## config.mk

```make
export PLATFORM = sky130hd
export DESIGN_NAME = jk_bank_arbiter
export DESIGN_NICKNAME = d
export VERILOG_FILES = /design/src/rtl/jk_bank_arbiter.sv
export SDC_FILE = /design/constraint.sdc
export NUM_CORES = 1
export LEC_CHECK = 0
export ABC_CLOCK_PERIOD_IN_PS = 5400
export CORE_ASPECT_RATIO = 0.7
export CORE_MARGIN = 4
export CORE_UTILIZATION = 35
export DETAILED_ROUTE_END_ITERATION = 10
export GPL_ROUTABILITY_DRIVEN = 0
export PLACE_DENSITY = 0.76
export SYNTH_ARGS = -nofsm -noshare
export SYNTH_HDL_FRONTEND = slang
export SYNTH_SLANG_ARGS = --single-unit
```

## constraint.sdc

```tcl
create_clock -name clk -period 5.4 [get_ports clk]
set_input_delay 1.08 -clock clk [delete_from_list [all_inputs] [get_ports clk]]
set_output_delay 1.08 -clock clk [all_outputs]
set_load 0.01 [all_outputs]
```

## src/rtl/jk_bank_arbiter.sv

```systemverilog
// Round-robin sequencer that shares one bank of JK flip-flops between NREQ
// requesters, applying one command per grant and checking the readback.
module jk_bank_arbiter #(
    parameter int NREQ  = 4,
    parameter int NBITS = 8,
    parameter int IDW   = 3
) (
    input  logic                  clk,
    input  logic                  rst_n,
    input  logic [NREQ-1:0]       req_valid,
    output logic [NREQ-1:0]       req_ready,
    input  logic [NREQ*NBITS-1:0] req_j,
    input  logic [NREQ*NBITS-1:0] req_k,
    output logic [NBITS-1:0]      j_out,
    output logic [NBITS-1:0]      k_out,
    input  logic [NBITS-1:0]      q_in,
    output logic                  busy,
    output logic [IDW-1:0]        grant_id,
    output logic                  err,
    output logic [7:0]            err_cnt,
    input  logic                  err_clr
);
    localparam int PW = IDW + 1;
    localparam logic [NREQ-1:0] REQ_ONE = {{(NREQ-1){1'b0}}, 1'b1};

    typedef enum logic [1:0] {
        S_IDLE  = 2'd0,
        S_APPLY = 2'd1,
        S_CHECK = 2'd2
    } state_e;

    state_e           state_q;
    logic [IDW-1:0]   ptr_q;
    logic [IDW-1:0]   grant_q;
    logic [NBITS-1:0] j_q;
    logic [NBITS-1:0] k_q;
    logic [NBITS-1:0] exp_q;
    logic [NREQ-1:0]  ready_q;
    logic             busy_q;
    logic             err_q;
    logic [7:0]       cnt_q;

    logic             found_s;
    logic             hit_s;
    logic [IDW-1:0]   pick_s;
    logic [PW-1:0]    wrap_s;
    logic [PW-1:0]    idx_s;
    logic [NBITS-1:0] sel_j_s;
    logic [NBITS-1:0] sel_k_s;
    logic             mismatch_s;
    logic [7:0]       cnt_base_s;
    logic [7:0]       cnt_d;
    logic             err_d;
    logic [IDW-1:0]   ptr_d;

    // Next value of a JK bank given its inputs and current state.
    function automatic logic [NBITS-1:0] jk_eval(input logic [NBITS-1:0] j,
                                                 input logic [NBITS-1:0] k,
                                                 input logic [NBITS-1:0] q);
        return (j & ~q) | (~k & q);
    endfunction

    // Round-robin search: first valid requester at or above the pointer, wrapping.
    always_comb begin
        found_s = 1'b0;
        hit_s   = 1'b0;
        pick_s  = '0;
        wrap_s  = '0;
        idx_s   = '0;
        for (int i = 0; i < NREQ; i++) begin
            wrap_s  = {1'b0, ptr_q} + PW'(i);
            idx_s   = (wrap_s >= PW'(NREQ)) ? (wrap_s - PW'(NREQ)) : wrap_s;
            hit_s   = !found_s && (|(req_valid & (REQ_ONE << idx_s[IDW-1:0])));
            pick_s  = hit_s ? idx_s[IDW-1:0] : pick_s;
            found_s = found_s | hit_s;
        end
    end

    assign sel_j_s = NBITS'(req_j >> (int'(pick_s) * NBITS));
    assign sel_k_s = NBITS'(req_k >> (int'(pick_s) * NBITS));
    assign ptr_d   = (grant_q == IDW'(NREQ - 1)) ? '0 : (grant_q + IDW'(1));

    // Error bookkeeping: a mismatch in CHECK takes priority over err_clr.
    always_comb begin
        mismatch_s = (state_q == S_CHECK) && (q_in != exp_q);
        cnt_base_s = err_clr ? 8'd0 : cnt_q;
        if (mismatch_s) begin
            err_d = 1'b1;
            cnt_d = (cnt_base_s == 8'hFF) ? 8'hFF : (cnt_base_s + 8'd1);
        end else begin
            err_d = err_clr ? 1'b0 : err_q;
            cnt_d = cnt_base_s;
        end
    end

    // Sequencer FSM; every output is driven from a register here.
    always_ff @(posedge clk or negedge rst_n) begin
        if (!rst_n) begin
            state_q <= S_IDLE;
            ptr_q   <= '0;
            grant_q <= '0;
            j_q     <= '0;
            k_q     <= '0;
            exp_q   <= '0;
            ready_q <= '0;
            busy_q  <= 1'b0;
            err_q   <= 1'b0;
            cnt_q   <= 8'd0;
        end else begin
            err_q <= err_d;
            cnt_q <= cnt_d;
            case (state_q)
                S_IDLE: begin
                    ready_q <= '0;
                    if (found_s) begin
                        grant_q <= pick_s;
                        j_q     <= sel_j_s;
                        k_q     <= sel_k_s;
                        busy_q  <= 1'b1;
                        state_q <= S_APPLY;
                    end else begin
                        busy_q  <= 1'b0;
                        state_q <= S_IDLE;
                    end
                end
                S_APPLY: begin
                    // q_in still shows the pre-command value on this edge.
                    exp_q   <= jk_eval(j_q, k_q, q_in);
                    j_q     <= '0;
                    k_q     <= '0;
                    ready_q <= REQ_ONE << grant_q;
                    state_q <= S_CHECK;
                end
                S_CHECK: begin
                    ready_q <= '0;
                    busy_q  <= 1'b0;
                    ptr_q   <= ptr_d;
                    state_q <= S_IDLE;
                end
                default: begin
                    j_q     <= '0;
                    k_q     <= '0;
                    ready_q <= '0;
                    busy_q  <= 1'b0;
                    state_q <= S_IDLE;
                end
            endcase
        end
    end

    assign req_ready = ready_q;
    assign j_out     = j_q;
    assign k_out     = k_q;
    assign busy      = busy_q;
    assign grant_id  = grant_q;
    assign err       = err_q;
    assign err_cnt   = cnt_q;
endmodule

```

# Word-level counts from Yosys, hierarchy flattened
# Index checks and enable logic that the tools add are counted.
[word_totals]
regBits = 46
input_bits = 79
out_inout_bits = 33
elab_cells = 87
[classes]
magnitude_cmp = 4
reduce_logical = 15
n_bitwise = 13
n_mux = 23
addsub = 9
eq_ne = 6
n_shift = 7
[ops]
columns = ["operator", "count"]
rows = [
  ["$shr A32 B6 Y8", 2],
  ["$mux W8", 5],
  ["$pmux W8 S2", 2],
  ["$mux W3", 9],
  ["$shl A1 B3 Y4 const A", 5],
  ["$and A4 B4 Y4", 4],
  ["$and A8 B8 Y8", 2],
  ["$not A8 Y8", 2],
  ["$reduce_or A4 Y1", 4],
  ["$ge A4 B3 Y1 const B", 3],
  ["$sub A3 B3 Y3 const B", 4],
  ["$add A3 B2 Y4 const B", 2],
  ["$add A8 B1 Y8 const B", 1],
  ["$eq A8 B8 Y1 const B", 1],
  ["$ne A8 B8 Y1", 1],
  ["$or A8 B8 Y8", 1],
  ["$add A3 B1 Y4 const B", 1],
  ["$logic_and A1 B1 Y1", 4],
  ["$mux W1", 4],
  ["$mux W4", 1],
  ["$pmux W2 S2", 1],
  ["$reduce_and A2 Y1", 2],
  ["$add A3 B1 Y3 const B", 1],
  ["$eq A3 B2 Y1 const B", 1],
  ["other kinds (10)", 14],
]

# Longest topological paths before layout
[depth]
word_depth = 17
mapped_depth = 10
ltp_nobuf = 8

# Worst setup path before layout
# OpenSTA, ideal clock, no wires.
[synth_timing]
path_kind = "in2reg"
startpoint = "input req_valid[1]"
endpoint = "register j_q[0], in the netlist j_out[0]"
setup_time_ns = 0.132
setup_slack_ns = 2.744
arrival_time_ns = 2.524
n_path_buf = 2
cell_stages = 8
t_required_ns = 5.268
path_cell_list = "a222oi_1 -> o21a_2 -> nor2_2 -> o41a_1 -> nand2b_2 -> buf_6 -> buf_12 -> o221ai_2"
[synth_between]
elab_chain_len = 14
word_cells_on_any_way = 26
classes_between = "1 x eq/ne; 1 x shift; 6 x mux; 7 x bitwise; 11 x reduce/logical"
[synth_lines]
columns = ["item", "line", "text"]
rows = [
  ["start, declared", "10", "input logic [NREQ-1:0] req_valid,"],
  ["$and A4 B4 Y4", "73", "hit_s = !found_s && (|(req_valid & (REQ_ONE << idx_s[IDW-1:0])));"],
  ["$reduce_or A4 Y1", "73", ""],
  ["$logic_not A1 Y1", "73", ""],
  ["$logic_and A1 B1 Y1", "73", ""],
  ["$or A1 B1 Y1", "75", "found_s = found_s | hit_s;"],
  ["$logic_not A1 Y1", "73", ""],
  ["$logic_and A1 B1 Y1", "73", ""],
  ["$or A1 B1 Y1", "75", ""],
  ["$logic_not A1 Y1", "73", ""],
  ["$logic_and A1 B1 Y1", "73", ""],
  ["$mux W3", "74", "pick_s = hit_s ? idx_s[IDW-1:0] : pick_s;"],
  ["$shr A32 B6 Y8", "79", "assign sel_j_s = NBITS'(req_j >> (int'(pick_s) * NBITS));"],
  ["$mux W8", "115", "if (found_s) begin"],
  ["$pmux W8 S2", "112", "case (state_q)"],
  ["end signal, assigned", "117", "j_q <= sel_j_s;"],
  ["end, declared", "35", "logic [NBITS-1:0] j_q;"],
]
# Parallel ways exist; a longest one is shown, timed or not. The select of a mux whose other input is x is not followed.
# A chain may end at the register's enable or synchronous reset.

# Worst setup path after layout
[layout_timing]
startpoint = "input req_valid[1]"
endpoint = "register j_q[2], in the netlist j_out[2]"
# The elaborated chain is that of the path after synthesis.

==> results.cfg <==
[floorplan]
floorplan.initialDensity_pct = 36.6
die_y_um = 84.4
fp.dieW_um = 117
core-area_um2 = 7970
num_rows = 27
num_io_pins = 112
die-area_um2 = 9880

[logic_synthesis]
synthFlopType = dfrtp_1
async_flop_share_pct = 100
synth_area_per_cell_um2 = 10.5
yosysUniqueCellTypes = 49
yosysWarnings = 0
yosysSeqAreaShare_pct = 39.5
synth-edff-count = 0
synth_nets = 370
syn-cell-area_um2 = 2920
syn_inst = 279
synth-seq-cells = 46

[timing]
drv_slew = 0
worst_pin_slew_ps = 1150
final_hold_viol_count = 0
setup_tns_ps = 0
timing.final.crit_share_pct = 67.5
rsz0062_at_grt = false
fin_crit_ps = 3640
max_freq_mhz = 274
final.setup_skew_ps = 5.15
max_slew_margin_pct = 23.4
finalSetupViolations = 0

[finish]
drive_gt1_share_pct = 8.48
layout.nets = 479
area_growth_pct = 46.2
n_antenna_cell = 0
fin_cells = 490
final_cell_mix = 110 x clkdlybuf4s50_1, 46 x dfrtp_1, 42 x mux2i_1, 36 x nand2_1, 17 x inv_1
final_common_cell = clkdlybuf4s50_1

[outcome]
status = finished, final reports clean

[critical_path]
crit_buf_inv = 1
critical_path_required_ps = 5540
worstSetupEndpointType = flip-flop
cp_slowest_stage_delay_ps = 920
crit_slowest_cell = o2bb2ai_4
crit_chain = clkdlybuf4s50_1, a222oi_1, o21a_2, a21oi_1, o2bb2ai_4, mux2i_1, o221ai_2
critical_path_class = input pin to flip-flop
cp_top_family = compound AO/OA/AOI/OAI gates
critical_path_peak_fanout = 32
worstSetupStartpointType = input pin
worstPathArrival_ps = 3790

[clocking]
cts_tree = done
clock_path_buffers = 2
h-tree-depth = 2
clock_sinks = 46
clk_root_buffer_cell = clkbuf_16
cts_made_buffers = 5
cts-resized-gates = 0
ctsHoldBuffers = 0
cts.clk_slew.worst_paths_ps = 60
cts_setup_buffers = 0
insertion_delay_ps = 280

[hold_path]
min_path_type = flip-flop to flip-flop

[route]
vias_per_cell = 5.10
wl_per_cell_um = 16.1
firstDrtPassIters = 5
drt_drc_violations_left = 0
wirelength_um = 7890
vias = 2501
drt_iter0_markers = 111
ant_nets = 0

[global_routing]
grt_max_degree = 47
grt_pass1_vias = 2571
grt_overflow = 0
grt_pass1_wl_um = 12700
antenna_found_initial = 0
groute.usage.overall_pct = 16.2

[job]
drv_cap = 0

[placed_design]
dp_cells = 482
io_buffers = 111
place_hpwl_um = 6170

[power_and_ir_drop]
p_per_area_nw_per_um2 = 548
vdd_drop_max_mv = 0.270
p_leak_nw = 1.80
==> layout make-up <==
cell class / instances / area (um^2)
timing repair buffer: 111 / 1110
multi-input combinational: 207 / 1620
fill: 710 / 3710
inverter: 17 / 63.8
sequential: 46 / 1150
tap: 101 / 126
clock buffer: 6 / 139
clock inverter: 2 / 60.1
==> flip-flops by register name, summed over array words and instances, names as in the netlist <==
| register | count |
|---|---|
| err_cnt | 8 |
| exp_q | 8 |
| j_out | 8 |
| k_out | 8 |
| req_ready | 4 |
| grant_id | 3 |
| ptr_q | 3 |
| state_q | 2 |
| busy | 1 |
| err | 1 |
==> stage by stage <==
stage / hold slack (ps) / power [mW] / setup slack [ps] / util [%] / instance area, um^2
final: 501 / 2.34 / 1760 / 53.5 / 4260
after global routing: 535 / 2.51 / 1580 / 53.5 / 4260
after CTS: 506 / 2.37 / 1760 / 53.5 / 4260
after detailed placement: 492 / 1.95 / 1450 / 51.0 / 4060
after floorplan: 470 / 1.61 / 2740 / - / 2920
after global placement: 479 / 1.90 / 1640 / 51.0 / 4060
==> kinds of logic (layout without fill, tap and decap cells) <==
logic type,Yosys count,count (layout),synth area share (%)
xor gates and xnor gates,14,14,4.20
muxes,43,43,14.8
buffers and inverters,26,136,5.11
and+or+nand+nor,82,82,13.9
DFF,46,46,39.5
adders and majority gates,12,12,5.15
AOI/OAI and AO/OA,56,56,17.4
==> layer usage <==
metal	track usage, %	share of wire (%)
met3	5.40	7.4
met4	2.19	0.39
met2	27.2	49
met5	0	0
met1	20.9	43
==> path summary, 6_finish.rpt <==
| check | cells after the start | to | startpoint | slack, ps |
|---|---|---|---|---|
| max in group asynchronous | 1 | j_out[5] | rst_n | 3780 |
| min | 2 | exp_q[2] | exp_q[2] | 500 |
| min reg2reg | 2 | exp_q[2] | exp_q[2] | 500 |
| min in group asynchronous | 1 | req_ready[3] | rst_n | 980 |
| max | 7 | j_out[2] | req_valid[1] | 1760 |
| max reg2reg | 8 | j_out[2] | ptr_q[0] | 2070 |
==> synth_stat cells, types with 2 or more instances <==
library cell | count | area share (%)
o221ai_2 | 11 | 5.7
nand4_1 | 2 | 0.43
inv_1 | 17 | 2.2
o21ai_1 | 3 | 0.51
buf_6 | 4 | 1.5
nor2_1 | 12 | 1.5
ha_1 | 12 | 5.1
a21oi_1 | 5 | 0.86
nand3_1 | 7 | 1.2
nor3b_1 | 3 | 0.77
nand2_1 | 36 | 4.6
nor2b_1 | 7 | 1.5
xnor2_1 | 13 | 3.9
dfrtp_1 | 46 | 39
o21ai_0 | 15 | 2.6
a22oi_1 | 4 | 1.0
clkbuf_1 | 2 | 0.26
mux2i_1 | 42 | 14
nand2b_1 | 3 | 0.64
o221ai_1 | 5 | 1.5
a22o_2 | 2 | 0.69
==> tightest hold or removal path: stages, from the launching register on <==
cell     delay [ps]
dfrtp_1         360
nand2_1          50
o21ai_0          60
==> report_power, final <==
group / switching (mW) / internal [mW] / total [mW]
Sequential: 0.109 / 0.475 / 0.584
Combinational: 0.715 / 0.634 / 1.35
Clock: 0.126 / 0.278 / 0.404
(Power assumes the default switching activity.)
